### src/rtl/add_ft_pkg.sv
// Shared definitions for the time-redundant 16-bit add sequencer.
// Holds the default geometry (operand width, slice width, retry budget), the
// sequencer state encoding and the attempt counter width.
package add_ft_pkg;

    localparam int unsigned DEF_WIDTH     = 16;
    localparam int unsigned DEF_SLICE     = 4;
    localparam int unsigned DEF_NSLICE    = DEF_WIDTH / DEF_SLICE;
    localparam int unsigned DEF_MAX_RETRY = 2;

    // Holds 1..MAX_RETRY+1 for the default retry budget.
    localparam int unsigned ATT_W = 2;

    typedef enum logic [2:0] {
        StIdle,
        StPass1,
        StPass2,
        StCheck,
        StDone
    } state_e;

endpackage

### src/rtl/nibble_slice_adder.sv
// Purely combinational unsigned slice adder: a + b + cin -> SLICE+1 bits.
// Ports:
//   a, b  SLICE-bit operands
//   cin   carry in
//   res   {carry out, SLICE-bit sum}
module nibble_slice_adder #(
    parameter int unsigned SLICE = 4
) (
    input  logic [SLICE-1:0] a,
    input  logic [SLICE-1:0] b,
    input  logic             cin,
    output logic [SLICE:0]   res
);

    assign res = {1'b0, a} + {1'b0, b} + {{SLICE{1'b0}}, cin};

endmodule

### src/rtl/add_ft_sequencer.sv
// Fault-tolerant add controller. Each request is summed twice on one shared
// SLICE-bit adder, one slice per cycle: first A+B, then B+A. The two passes are
// compared and the whole computation is retried on mismatch, up to MAX_RETRY
// extra attempts, after which the second-pass result is returned with err set.
// Ports:
//   clk, rst             clock (rising edge), asynchronous active-high reset
//   in_valid/in_ready    operand request handshake (a, b, c_in)
//   out_valid/out_ready  result handshake (sum, c_out, err, attempts)
//   fault_inj            XORed onto the slice result during the first pass only
module add_ft_sequencer
    import add_ft_pkg::*;
#(
    parameter int unsigned WIDTH     = DEF_WIDTH,
    parameter int unsigned SLICE     = DEF_SLICE,
    parameter int unsigned MAX_RETRY = DEF_MAX_RETRY
) (
    input  logic             clk,
    input  logic             rst,
    input  logic             in_valid,
    output logic             in_ready,
    input  logic [WIDTH-1:0] a,
    input  logic [WIDTH-1:0] b,
    input  logic             c_in,
    output logic             out_valid,
    input  logic             out_ready,
    output logic [WIDTH-1:0] sum,
    output logic             c_out,
    output logic             err,
    output logic [ATT_W-1:0] attempts,
    input  logic [SLICE:0]   fault_inj
);

    localparam int unsigned NSLICE = WIDTH / SLICE;
    localparam int unsigned IDX_W  = (NSLICE > 1) ? $clog2(NSLICE) : 1;

    state_e state_q, state_d;

    logic [WIDTH-1:0] a_q, a_d, b_q, b_d;
    logic             cin_q, cin_d;
    logic             carry_q, carry_d;
    logic [IDX_W-1:0] idx_q, idx_d;
    logic [WIDTH-1:0] r1_q, r1_d, r2_q, r2_d;
    logic             c1_q, c1_d, c2_q, c2_d;
    logic [ATT_W-1:0] attempt_q, attempt_d;
    logic [WIDTH-1:0] sum_q, sum_d;
    logic             c_out_q, c_out_d;
    logic             err_q, err_d;
    logic [ATT_W-1:0] attempts_q, attempts_d;

    logic [SLICE-1:0] op_x, op_y;
    logic [SLICE:0]   add_res, slice_res;
    logic             last_slice;

    // Operand mux: the second pass feeds the operands swapped so that a fault
    // tied to one adder input position shows up differently in each pass.
    always_comb begin
        op_x = a_q[int'(idx_q) * SLICE +: SLICE];
        op_y = b_q[int'(idx_q) * SLICE +: SLICE];
        if (state_q == StPass2) begin
            op_x = b_q[int'(idx_q) * SLICE +: SLICE];
            op_y = a_q[int'(idx_q) * SLICE +: SLICE];
        end
    end

    nibble_slice_adder #(
        .SLICE (SLICE)
    ) u_slice_adder (
        .a   (op_x),
        .b   (op_y),
        .cin (carry_q),
        .res (add_res)
    );

    assign slice_res  = add_res ^ ((state_q == StPass1) ? fault_inj : '0);
    assign last_slice = (idx_q == IDX_W'(NSLICE - 1));

    always_comb begin
        state_d    = state_q;
        a_d        = a_q;
        b_d        = b_q;
        cin_d      = cin_q;
        carry_d    = carry_q;
        idx_d      = idx_q;
        r1_d       = r1_q;
        r2_d       = r2_q;
        c1_d       = c1_q;
        c2_d       = c2_q;
        attempt_d  = attempt_q;
        sum_d      = sum_q;
        c_out_d    = c_out_q;
        err_d      = err_q;
        attempts_d = attempts_q;

        unique case (state_q)
            StIdle: begin
                if (in_valid) begin
                    a_d       = a;
                    b_d       = b;
                    cin_d     = c_in;
                    carry_d   = c_in;
                    idx_d     = '0;
                    attempt_d = ATT_W'(1);
                    state_d   = StPass1;
                end
            end
            StPass1: begin
                r1_d[int'(idx_q) * SLICE +: SLICE] = slice_res[SLICE-1:0];
                carry_d = slice_res[SLICE];
                idx_d   = idx_q + 1'b1;
                if (last_slice) begin
                    c1_d    = slice_res[SLICE];
                    carry_d = cin_q;
                    idx_d   = '0;
                    state_d = StPass2;
                end
            end
            StPass2: begin
                r2_d[int'(idx_q) * SLICE +: SLICE] = slice_res[SLICE-1:0];
                carry_d = slice_res[SLICE];
                idx_d   = idx_q + 1'b1;
                if (last_slice) begin
                    c2_d    = slice_res[SLICE];
                    idx_d   = '0;
                    state_d = StCheck;
                end
            end
            StCheck: begin
                if ({c1_q, r1_q} == {c2_q, r2_q}) begin
                    sum_d      = r2_q;
                    c_out_d    = c2_q;
                    err_d      = 1'b0;
                    attempts_d = attempt_q;
                    state_d    = StDone;
                end else if (attempt_q <= ATT_W'(MAX_RETRY)) begin
                    attempt_d = attempt_q + 1'b1;
                    carry_d   = cin_q;
                    idx_d     = '0;
                    state_d   = StPass1;
                end else begin
                    // Out of retries: report the operand-swapped pass, which
                    // never sees the injected fault.
                    sum_d      = r2_q;
                    c_out_d    = c2_q;
                    err_d      = 1'b1;
                    attempts_d = attempt_q;
                    state_d    = StDone;
                end
            end
            StDone: begin
                if (out_ready) begin
                    state_d = StIdle;
                end
            end
            default: begin
                state_d = StIdle;
            end
        endcase
    end

    always_ff @(posedge clk or posedge rst) begin
        if (rst) begin
            state_q    <= StIdle;
            a_q        <= '0;
            b_q        <= '0;
            cin_q      <= 1'b0;
            carry_q    <= 1'b0;
            idx_q      <= '0;
            r1_q       <= '0;
            r2_q       <= '0;
            c1_q       <= 1'b0;
            c2_q       <= 1'b0;
            attempt_q  <= '0;
            sum_q      <= '0;
            c_out_q    <= 1'b0;
            err_q      <= 1'b0;
            attempts_q <= '0;
        end else begin
            state_q    <= state_d;
            a_q        <= a_d;
            b_q        <= b_d;
            cin_q      <= cin_d;
            carry_q    <= carry_d;
            idx_q      <= idx_d;
            r1_q       <= r1_d;
            r2_q       <= r2_d;
            c1_q       <= c1_d;
            c2_q       <= c2_d;
            attempt_q  <= attempt_d;
            sum_q      <= sum_d;
            c_out_q    <= c_out_d;
            err_q      <= err_d;
            attempts_q <= attempts_d;
        end
    end

    assign in_ready  = (state_q == StIdle);
    assign out_valid = (state_q == StDone);
    assign sum       = sum_q;
    assign c_out     = c_out_q;
    assign err       = err_q;
    assign attempts  = attempts_q;

endmodule

### config.mk
export PLATFORM = sky130hd
export DESIGN_NAME = add_ft_sequencer
export DESIGN_NICKNAME = d
export VERILOG_FILES = /design/src/rtl/add_ft_pkg.sv /design/src/rtl/nibble_slice_adder.sv /design/src/rtl/add_ft_sequencer.sv
export SDC_FILE = /design/constraint.sdc
export NUM_CORES = 1
export LEC_CHECK = 0
export ABC_AREA = 1
export BUFFER_PORTS_ARGS = -buffer_cell sky130_fd_sc_hd__buf_2
export CAP_MARGIN = 15
export CORE_ASPECT_RATIO = 0.9
export CORE_MARGIN = 1
export CORE_UTILIZATION = 58
export CTS_CLUSTER_SIZE = 28
export DETAILED_ROUTE_END_ITERATION = 12
export PLACE_DENSITY = 0.8
export SYNTH_ARGS = -nofsm -noshare
export SYNTH_HDL_FRONTEND = slang
export SYNTH_HIERARCHICAL = 1
export SYNTH_SLANG_ARGS = --single-unit
### constraint.sdc
create_clock -name clk -period 3.3 [get_ports clk]
set_clock_uncertainty 0.15 [all_clocks]
set_input_delay 0.165 -clock clk [delete_from_list [all_inputs] [get_ports clk]]
set_output_delay 0.165 -clock clk [all_outputs]
set_load 0.1 [all_outputs]
Yosys cells after proc, flatten, opt, wreduce, memory -nomap -nowiden
Index checks and enable logic that the tools add are counted.
{ "op_classes": {"addsub": 5, "n_reduce_logical": 13, "n_bitwise": 1, "mux": 34, "n_shift": 4, "n_eq_ne": 13, "n_lt_le_gt_ge": 1} }
{ "ops": {"columns": ["op", "count"], "rows": [
  ["$neg A4 Y34", 1],
  ["$shift A4 B34 Y16 const A", 1],
  ["$shiftx A4 B34 Y16", 1],
  ["$bwmux W16", 2],
  ["$mux W16", 2],
  ["$shiftx A16 B5 Y4", 2],
  ["$mux W2", 9],
  ["$mux W3", 6],
  ["$eq A17 B17 Y1", 1],
  ["$reduce_and A4 Y1", 4],
  ["$pmux W3 S5", 1],
  ["$ne A2 B2 Y1 const B", 6],
  ["$mux W1", 8],
  ["$mux W4", 2],
  ["$reduce_and A2 Y1", 4],
  ["$eq A3 B2 Y1 const B", 2],
  ["$pmux W2 S3", 1],
  ["$add A4 B4 Y5", 1],
  ["$add A5 B1 Y5", 1],
  ["$mux W5", 1],
  ["$xor A5 B5 Y5", 1],
  ["$add A2 B1 Y2 const B", 2],
  ["$pmux W1 S4", 1],
  ["$pmux W2 S2", 1],
  ["10 further kinds", 10]
]} }
{ "word_totals": {"register_bits": 95, "word_cells": 86, "out_inout_bits": 22, "input_bits": 42} }

Longest topological paths before layout
Gate-level depths: netlist of run 1.
{ "depth": {"ltp_word": 7, "depth_mapped": 16, "mapped_depth_nobuf": 14} }

By module
The synthesis of run 1 kept the hierarchy.
{ "by_module_without_submodules": {"columns": ["module", "area_per_inst_um2", "seq_area_each_um2", "n_inst", "cells_per_inst"], "rows": [
  ["add_ft_sequencer", 4604.4, 2377.3, 1, 586],
  ["nibble_slice_adder", 165.2, 0.0, 1, 25]
]} }

Worst setup path before layout of run 1
OpenSTA, ideal clock, no wires.
{ "synth_path": {"kind": "register to register", "startpoint": "reg idx_q[0]", "endpoint": "reg r1_q[6]", "setup_time_ns": 0.077, "setup_slack_ns": 0.356, "period_less_slack_ns": 2.944, "required_time_ns": 3.073, "path_buffers": 2, "stages_incl_launch_ff": 15, "arrival_ns": 2.717, "cell_sequence": "dfrtp_1 > buf_2 > clkbuf_1 > nand2_1 > a32o_1 > mux2i_1 > fa_1 > inv_1 > fa_1 > xnor2_1 > xnor2_1 > nand2_1 > nor2_1 > nand2_1 > o21ai_1"} }
{ "synth_between": {"elab_chain_len": 7, "elab_cells_between_ends": 11, "classes_between": "add/sub: 3; shift: 4; mux: 3; bitwise: 1"} }
{ "synth_rtl": {"columns": ["element", "line", "rtl"], "rows": [
  ["start: declaration", "add_ft_sequencer.sv:41", "logic [IDX_W-1:0] idx_q, idx_d;"],
  ["start signal: assignment", "add_ft_sequencer.sv:183", "idx_q <= idx_d;"],
  ["$shiftx A16 B5 Y4, on equally long branches", "add_ft_sequencer.sv:57, add_ft_sequencer.sv:60", null],
  ["$mux W4 *", "add_ft_sequencer.sv:59", "if (state_q == StPass2) begin"],
  ["via op_x[0]", "add_ft_sequencer.sv:50", "logic [SLICE-1:0] op_x, op_y;"],
  ["$add A4 B4 Y5 *", "nibble_slice_adder.sv:15", "assign res = {1'b0, a} + {1'b0, b} + {{SLICE{1'b0}}, cin};"],
  ["$add A5 B1 Y5 *", "nibble_slice_adder.sv:15", null],
  ["via add_res[2]", "add_ft_sequencer.sv:51", "logic [SLICE:0] add_res, slice_res;"],
  ["$xor A5 B5 Y5 *", "add_ft_sequencer.sv:74", "assign slice_res = add_res ^ ((state_q == StPass1) ? fault_inj : '0);"],
  ["$shiftx A4 B34 Y16 *", "add_ft_sequencer.sv:107", "r1_d[int'(idx_q) * SLICE +: SLICE] = slice_res[SLICE-1:0];"],
  ["$bwmux W16 *", "add_ft_sequencer.sv:107", null],
  ["end signal: assignment", "add_ft_sequencer.sv:184", "r1_q <= r1_d;"],
  ["end: declaration", "add_ft_sequencer.sv:42", "logic [WIDTH-1:0] r1_q, r1_d, r2_q, r2_d;"]
]} }
Mark *: on every way through the listed nets, which the timed path passes. The rest lies on a longest branch.
A chain may end at the register's enable or synchronous reset.

Final worst setup path of run 1
{ "layout_path": {"startpoint": "reg idx_q[0]", "endpoint": "reg r2_q[10]"} }
{ "layout_between": {"elab_chain_len": 7, "elab_cells_between_ends": 11, "classes_between": "add/sub: 3; shift: 4; mux: 3; bitwise: 1"} }
{ "layout_rtl": {"columns": ["element", "line", "rtl"], "rows": [
  ["$shiftx A16 B5 Y4, on equally long branches", "add_ft_sequencer.sv:57, add_ft_sequencer.sv:60", null],
  ["$mux W4 *", "add_ft_sequencer.sv:59", null],
  ["via op_x[0]", "add_ft_sequencer.sv:50", null],
  ["$add A4 B4 Y5 *", "nibble_slice_adder.sv:15", null],
  ["$add A5 B1 Y5 *", "nibble_slice_adder.sv:15", null],
  ["via add_res[2]", "add_ft_sequencer.sv:51", null],
  ["$xor A5 B5 Y5 *", "add_ft_sequencer.sv:74", null],
  ["$shiftx A4 B34 Y16 *", "add_ft_sequencer.sv:118", "r2_d[int'(idx_q) * SLICE +: SLICE] = slice_res[SLICE-1:0];"],
  ["$bwmux W16 *", "add_ft_sequencer.sv:118", null],
  ["end signal: assignment", "add_ft_sequencer.sv:185", "r2_q <= r2_d;"],
  ["end: declaration", "add_ft_sequencer.sv:42", null]
]} }
Marked as above.

==> impl_results.md, run 1 <==
- Worst hold-check path type: in2reg
- Synth Area in Adders: 0.0320
- Cell count after synthesis: just over 600
- Die Ht: between 80 and 90 um
- Fraction of layout cells with a size suffix above 1: 0.144
- Worst r2r src: idx_q[0]
- Syn_area_per_cell: between 7 and 8 um^2
- Pin count of the biggest net entering global routing: 55
- Final period demand of the worst path: between 3000 and 4000 ps
- N_diodes: 0
- Fin crit share: 0.961
- Die width: 97.6 um
- Buffers & Inverters on Critical Path: 2
- Via density: 5.40
- Core area: a little under 8000 um^2
- Worst Hold Launch: fault_inj[3]
- Clk root buf: clkbuf_8
- Worst EP required: about 3400 ps
- First-pass GRT wire length: about 20 mm
- Starting DRT DRC Count: between 300 and 400
- YS warnings: 6
- Max_slew headroom: 0.455
- Vias in the first global route: 4304
- Most frequent cells in the layout: nand2_1 (288), dfrtp_1 (94), buf_2 (63)
- Detail Route Antenna Nets: 0
- Setup violators final: 0
- Via count: 4388
- Crit-path leading delay family: adder cells
- Max Fclk: roughly 320 MHz
- Reg-to-Reg End: r2_q[10]
- Multiplexer share of the synthesized area: 0.0168
- FF+latch count, synth: 95
- Latest clock arrival within the worst-skew pair: ~370 ps
- Reg clk slew, reported paths: 90 ps
- FP Rows: 30
- H-tree lvl count: 3
- WHS Endpoint: r1_q[3]
- Fin. max-slew vios: 0
- Final setup TNS: 0 ps
- TritonRoute pass-1 iters: 5
- Syn_nets: around 660
- CTS Buf Count: 9
- Count of final hold-check violations: 0
- Synthesized area: around 4800 um^2
- Max-cap violations: 0
- CP max FO: 21
- Wire per inst: roughly 15 um
- CP endpoint kind: flip-flop
- Most common cell after layout, fill and taps aside: nand2_1
- Max Root-Sink Buffers: 2
- Most Frequent Cell on Critical Path: nand2_1
- Outcome: complete, no violations
- Post-DP HPWL: just over 8 mm
- Final core utilization: 0.747
- Nets: approximately 770
- Xor-xnor portion of the synthesized cell area: 0.0184
- Main combinational cell family by area after synthesis: simple AND/OR/NAND/NOR gates
- R2r setup slk: between 100 and 150 ps
- DR DRC count: 0
- Die area: 8590 um^2
- Slew of the pin with the lowest slew margin: 814 ps
- Critical path's largest stage delay: 410 ps
- Arrival @ worst endpoint: 3300 ps
- GP Congestion: 0.963
- Post-synthesis sequential area ratio: 0.498
- Distinct cells, synth: 30
- Initial Utilization: 0.617
- Synthesis-to-finish area growth: 21.0%
- # port buffers: 63
- CP max-delay cell: fa_1
- Drt total wl: around 12 mm
- Sink Count: between 90 and 100
- Initial antenna violation count: 0
- Hold Path Stages: 5
- Simple-gate area share of the yosys netlist: 0.299
- CTS tree: built
- Crit-path cells: buf_6 -> nand2_1 -> a32o_1 -> mux2i_1 -> fa_1 -> inv_1 -> fa_1 -> xnor2_1 -> xnor2_1 -> nand2_1 -> nor2_1 -> nand2_1 -> o21ai_0
- IO Pins: 64
- Remaining global-route overflow: 0
- Reg2Reg Depth: 13
- GRT Resource Usage Total: 0.301
- Crit start category: flip-flop
- Compound-gate portion of the synthesized area: 0.0740
- Worst setup path class: reg2reg
## layout make-up
type,instances,area [um^2]
tap,96,120
inverter,48,186
timing repair buffer,109,764
multi-input combinational,449,2100
clock inverter,3,65.1
sequential,95,2380
fill,577,1960
clock buffer,13,159
## metrics by stage
step	std cells	setup slack, ps	area [um^2]	hold slack, ps
6_report	813	128	5770	76.6
5_1_grt	813	-56.2	5770	105
4_1_cts	811	190	5750	82.2
3_5_place_dp	760	272	5170	159
3_3_place_gp	760	415	5170	152
2_1_floorplan	611	356	4770	125
## how the worst max path moves through the flow
stage          startpoint        to  cells after the start
6_report         idx_q[0]  r2_q[10]                     13
5_1_grt        state_q[2]  r2_q[10]                     12
4_1_cts          idx_q[1]  r2_q[10]                     12
3_5_place_dp     idx_q[1]  r1_q[14]                     12
3_3_place_gp     idx_q[1]   r2_q[9]                     13
2_1_floorplan    idx_q[0]   r1_q[6]                     14
## cell usage after synthesis
cell type / instances / area (um^2)
nand2_2: 2 / 12.5
inv_1: 43 / 161
nand3_2: 1 / 10.0
inv_2: 3 / 11.3
dfrtp_1: 95 / 2380
clkbuf_1: 6 / 22.5
a32o_1: 8 / 80.1
clkbuf_4: 1 / 7.51
xnor2_1: 9 / 78.8
nor2_1: 30 / 113
o21ai_0: 22 / 110
buf_2: 10 / 50.1
nand3_4: 1 / 17.5
nor2_2: 3 / 18.8
fa_1: 2 / 40.0
mux2i_1: 8 / 80.1
a21oi_1: 14 / 70.1
nand3_1: 27 / 135
clkinv_2: 1 / 5.00
buf_12: 1 / 20.0
ha_1: 9 / 113
o21a_1: 1 / 7.51
nand3b_1: 2 / 15.0
xor2_1: 1 / 8.76
nor3_1: 1 / 5.00
clkinv_1: 1 / 3.75
nand2_1: 288 / 1080
nand4_1: 3 / 18.8
o21ai_1: 17 / 85.1
buf_6: 1 / 11.3
## repair_timing
action,4_1_cts,5_1_grt
setup buffers,0,2
gates resized for setup,0,4
hold buffers,35,0
endpoints found under the hold margin,75,0
endpoints found under the setup margin,0,7
## flip-flops by register name, summed over array words and instances (netlist names)
| signal | cells |
|---|---|
| a_q | 16 |
| attempt_q | 2 |
| attempts | 2 |
| b_q | 16 |
| c1_q | 1 |
| c2_q | 1 |
| c_out | 1 |
| carry_q | 1 |
| cin_q | 1 |
| err | 1 |
| idx_q | 2 |
| r1_q | 16 |
| r2_q | 16 |
| state_q | 3 |
| sum | 16 |
## worst min-delay path: stages
cell and delay [ps]:
buf_2 90, nand2_1 70, xnor2_1 80, nand2_1 70, o21ai_0 70
## logic make-up after synthesis
kind of cell    Yosys count
buf+inv                  67
xor+xnor                 10
fa+ha+maj                11
flops                    95
simple gates            358
compound gates           62
mux                       8
## per-layer routing
| layer | wire length [um] | share of wire | GRT usage | vias up |
|---|---|---|---|---|
| li1 | - | - | - | 2120 |
| met1 | 5160 | 0.42 | 0.375 | 2054 |
| met2 | 6090 | 0.49 | 0.522 | 177 |
| met3 | 652 | 0.053 | 0.0479 | 37 |
| met4 | 393 | 0.032 | 0.146 | 0 |
| met5 | 0 | 0 | 0 | - |
Power of run 1 is left out: the tool's default activity adds up to more than one toggle a clock period on the data nets, which glitch-free logic cannot reach.
==> run 2: changes to the inputs <==
--- a/config.mk
+++ b/config.mk
@@ -10,3 +10,3 @@
 export CAP_MARGIN = 15
-export CORE_ASPECT_RATIO = 0.9
+export CORE_ASPECT_RATIO = 0.8
 export CORE_MARGIN = 1
==> constraint.sdc (replaced) <==
create_clock -name clk -period 3.45 [get_ports clk]
set_clock_uncertainty 0.15 [all_clocks]
set_input_delay 0.1725 -clock clk [delete_from_list [all_inputs] [get_ports clk]]
set_output_delay 0.1725 -clock clk [all_outputs]
set_load 0.02 [all_outputs]
==> impl_results.md, run 2 (same netlist as run 1, synthesis figures left out) <==
- Post-DP Area: a little over 5000 um^2
- Final period demand of the worst path: about 3200 ps
- GP Congestion: between 0.9 and 1
- CP max FO: 9
- IO Pins: 64
- Latest clock arrival within the worst-skew pair: ~370 ps
- CTS Buf Count: 9
- Die Ht: about 83 um
- Detail Route Antenna Nets: 0
- Pin count of the biggest net entering global routing: 48
- Count of final hold-check violations: 0
- Design area: roughly 5700 um^2
- PwrDens: roughly 1000 nW/um^2
- Drt total wl: between 10 and 15 mm
- Arrival @ worst endpoint: between 3000 and 4000 ps
- DR DRC count: 0
- Most frequent cells in the layout: nand2_1 (288), dfrtp_1 (95), buf_2 (63)
- Critical path's largest stage delay: about 470 ps
- Setup violators final: 0
- Via density: 5.28
- CTS tree: built
- Synthesis-to-finish area growth: 19.3%
- CP endpoint kind: flip-flop
- Initial antenna violation count: 0
- Max_slew headroom: 0.440
- Post-DP HPWL: around 8.1 mm
- Slew of the pin with the lowest slew margin: about 840 ps
- Remaining global-route overflow: 0
- Max Root-Sink Buffers: 2
- FP Rows: 29
- H-tree lvl count: 3
- Die area: approximately 8600 um^2
- Fillers: 613
- Fraction of layout cells with a size suffix above 1: 0.135
- LEAKAGE: around 3 nW
- Crit-path cells: clkinv_1 -> a21oi_1 -> a32o_1 -> mux2i_1 -> fa_1 -> inv_1 -> fa_1 -> inv_1 -> xnor2_1 -> nand2_1 -> nor2_1 -> nand2_1 -> o21ai_0
- Max VDD drop: between 0.0004 and 0.0005 V
- Total design power: 0.00574 W
- Nets: between 700 and 800
- N_diodes: 0
- Via count: 4332
- Clk root buf: clkbuf_8
- Max Fclk: around 320 MHz
- Worst EP required: 3570 ps
- Buffers & Inverters on Critical Path: 3
- Die width: just over 100 um
- GRT met1 Usage: 0.408
- Worst setup path class: reg2reg
- Worst hold-check path type: in2reg
- Crit start category: flip-flop
- GRT Resource Usage Total: 0.290
- Met2 usage: 0.451
- First-pass GRT wire length: roughly 19 mm
- Busiest grt layer: met2
- Outcome: complete, no violations
- Max-cap violations: 0
- Core area: 7950 um^2
- Final core utilization: 0.716
- RSZ-0062 raised after global routing: no
- Crit-path leading delay family: adder cells
- Starting DRT DRC Count: about 290
- Wire per inst: about 14 um
- Initial Utilization: 0.600
- GRT met3 Usage: 0.0648
- Reg clk slew, reported paths: 100 ps
- Fin crit share: 0.918
- Final setup TNS: 0 ps
- TritonRoute pass-1 iters: 5
- Most common cell after layout, fill and taps aside: nand2_1
- # port buffers: 63
- Sink Count: 95
- CP max-delay cell: fa_1
- Fin. max-slew vios: 0
- Vias in the first global route: roughly 4.1k
- Post-CTS Setup Bufs: 0
[run 2: final timing paths]
| kind | depth (start not counted) | slack (ps) | start | endpoint |
|---|---|---|---|---|
| worst min-delay path | 5 | 90 | in_valid | carry_q |
| max in group asynchronous | 4 | 1920 | rst | b_q[1] |
| worst max-delay path | 13 | 280 | idx_q[1] | r1_q[9] |
| min in group asynchronous | 3 | 320 | rst | r2_q[9] |
| worst max register to register | 13 | 280 | idx_q[1] | r1_q[9] |
| worst min register to register | 2 | 320 | sum[12] | sum[12] |
[run 2: layout make-up]
cell class | instances | area (um^2) | area share
clock buffer | 12 | 145 | 0.0255
clock inverter | 4 | 31.3 | 0.00550
inverter | 48 | 183 | 0.0321
multi-input combinational | 449 | 2100 | 0.369
sequential | 95 | 2380 | 0.418
tap | 108 | 135 | 0.0238
timing repair buffer | 105 | 718 | 0.126
[run 2: tightest hold or removal path: stages]
cell,delay [ps]
buf_2,110
inv_1,60
a21oi_1,80
nand4_1,90
nand2_1,50
[run 2: report_power, final]
part	total (W)	leakage [nW]	internal, W	switching [W]
combinational	0.00311	1.72	0.00115	0.00196
sequential	0.00196	1.21	0.00160	0.000362
clock	0.000669	0.0788	0.000284	0.000385
[run 2: stage by stage]
stage                     cells  setup WS, ps  hold slack (ps)
final                       821           281             85.4
after global routing        821           100              139
after CTS                   821           336             79.1
after detailed placement    770           359              190
after global placement      770           527              181
after floorplan             611           506              132
[run 2: timing repair]
item / CTS / global route
hold buffers: 35 / 0
resized for setup: 0 / 0
endpoints found under the hold margin: 79 / 0
[run 2: routing by layer]
| metal | up-vias | wire (um) |
|---|---|---|
| li1 | 2109 | - |
| met1 | 2027 | 5140 |
| met2 | 176 | 5270 |
| met3 | 20 | 747 |
| met4 | 0 | 223 |
| met5 | - | 0 |
No activity file was read; power rests on OpenSTA's default activity.
==> run 3: changes to the inputs <==
- REMOVE_ABC_BUFFERS: unset -> 1
==> impl_results.md, run 3 (same netlist as run 1, synthesis figures left out) <==
- Synthesis-to-finish area growth: 20.3%
- DR DRC count: 0
- Die area: about 8600 um^2
- Remaining global-route overflow: 0
- Max Root-Sink Buffers: 2
- Crit-path cells: clkinv_1 -> buf_4 -> a32o_1 -> mux2i_1 -> inv_1 -> fa_1 -> xnor2_1 -> xnor2_1 -> nand2_1 -> nor2_1 -> nand2_1 -> o21ai_1
- Critical path's largest stage delay: about 470 ps
- Die Ht: just over 80 um
- Total design power: about 0.006 W
- Setup violators final: 0
- Reg clk slew, reported paths: about 90 ps
- Nets: roughly 760
- Post-CTS Setup Bufs: 0
- Max VDD drop: between 0.0004 and 0.0005 V
- Fillers: 635
- First-pass GRT wire length: around 19 mm
- Starting DRT DRC Count: around 200
- GRT Resource Usage Total: 0.282
- GP Congestion: 0.961
- Drt total wl: between 10 and 15 mm
- Initial Utilization: 0.600
- Die width: 103 um
- Pin count of the biggest net entering global routing: 36
- CTS tree: built
- PwrDens: between 1000 and 1500 nW/um^2
- Max Fclk: 321 MHz
- CP max-delay cell: fa_1
- Via density: 5.19
- Most common cell after layout, fill and taps aside: nand2_1
- Final setup TNS: 0 ps
- Register area: around 2400 um^2
- Max_slew headroom: 0.536
- Clk root buf: clkbuf_8
- CP max FO: 10
- CTS Buf Count: 9
- LEAKAGE: a little over 3 nW
- # port buffers: 63
- Worst setup path class: reg2reg
- N_diodes: 0
- Wire per inst: ~13 um
- Slew of the pin with the lowest slew margin: roughly 690 ps
- Outcome: complete, no violations
- Final period demand of the worst path: about 3100 ps
- Multi-input logic area: roughly 2100 um^2
- Final core utilization: 0.722
- Sink Count: 95
- Worst EP required: roughly 3600 ps
- Fraction of layout cells with a size suffix above 1: 0.141
- Core area: between 7000 and 8000 um^2
- FP Rows: 29
- Arrival @ worst endpoint: between 3000 and 4000 ps
- TritonRoute pass-1 iters: 5
- Via count: 4273
- Detail Route Antenna Nets: 0
- IO Pins: 64
- Crit start category: flip-flop
- Max-cap violations: 0
- Fin crit share: 0.903
- Worst hold-check path type: in2reg
- Most frequent cells in the layout: nand2_1 (288), dfrtp_1 (95), buf_2 (63)
- H-tree lvl count: 3
- Vias in the first global route: 4098
- Latest clock arrival within the worst-skew pair: ~370 ps
- Post-DP HPWL: 7.73 mm
- CP endpoint kind: flip-flop
- Fin. max-slew vios: 0
- Count of final hold-check violations: 0
- RSZ-0062 raised after global routing: no
- Initial antenna violation count: 0
## run 3: cell types whose count changed in the layout (fill, tap and decap cells not counted), sizes merged
cell	change
buf	+3
clkbuf	-3
inv	+3
clkinvlp	-2
bufinv	+1
clkinv	+1
## run 3: metrics by stage
| stage | std cells | instance area (um^2) | hold slack, ps | setup WS [ps] |
|---|---|---|---|---|
| after global placement | 773 | 5180 | 69.3 | 561 |
| after floorplan | 592 | 4660 | 132 | 327 |
| final | 824 | 5740 | 123 | 335 |
| after CTS | 824 | 5740 | 101 | 399 |
| after global routing | 824 | 5740 | 150 | 104 |
| after detailed placement | 773 | 5180 | 75.6 | 425 |
## run 3: worst paths after layout
path                              startpoint          end  slack [ps]  cells past startpoint
worst max-delay path                idx_q[1]     r1_q[14]         340                     12
max in group asynchronous                rst  attempts[1]        2110                      4
min in group asynchronous                rst      r1_q[4]         210                      3
worst min-delay path            fault_inj[4]         c2_q         120                      6
worst max register to register      idx_q[1]     r1_q[14]         340                     12
worst min register to register   attempts[1]  attempts[1]         320                      2
## run 3: layout make-up
class / instances / area share
Sequential cell: 95 / 0.414
Multi-Input combinational cell: 449 / 0.366
Clock buffer: 9 / 0.0216
Timing Repair Buffer: 108 / 0.129
Inverter: 48 / 0.0318
Clock inverter: 7 / 0.0140
Tap cell: 108 / 0.0235
## run 3: power breakdown
part	internal, W	total [W]	switching (W)
sequential	0.00160	0.00196	0.000360
clock	0.000345	0.000771	0.000425
combinational	0.00116	0.00310	0.00193
total	0.00311	0.00583	0.00272
## run 3: per-layer routing
layer,track usage,share of wire
met1,0.373,0.45
met2,0.466,0.49
met3,0.0497,0.038
met4,0.0948,0.020
met5,0,0
## run 3: repair_timing
action | in CTS | in global routing
endpoints found under the hold margin | 64 | 0
gates resized for setup | 0 | 0
hold buffers | 35 | 0
## run 3: critical path, delay by kind of cell, from the launching register on
kind	cells	cell delay, ps
DFF	1	430
muxes	1	220
buffers and inverters	3	650
adders and majority gates	1	470
and+or+nand+nor	3	330
xor gates and xnor gates	2	380
AOI/OAI and AO/OA	2	420
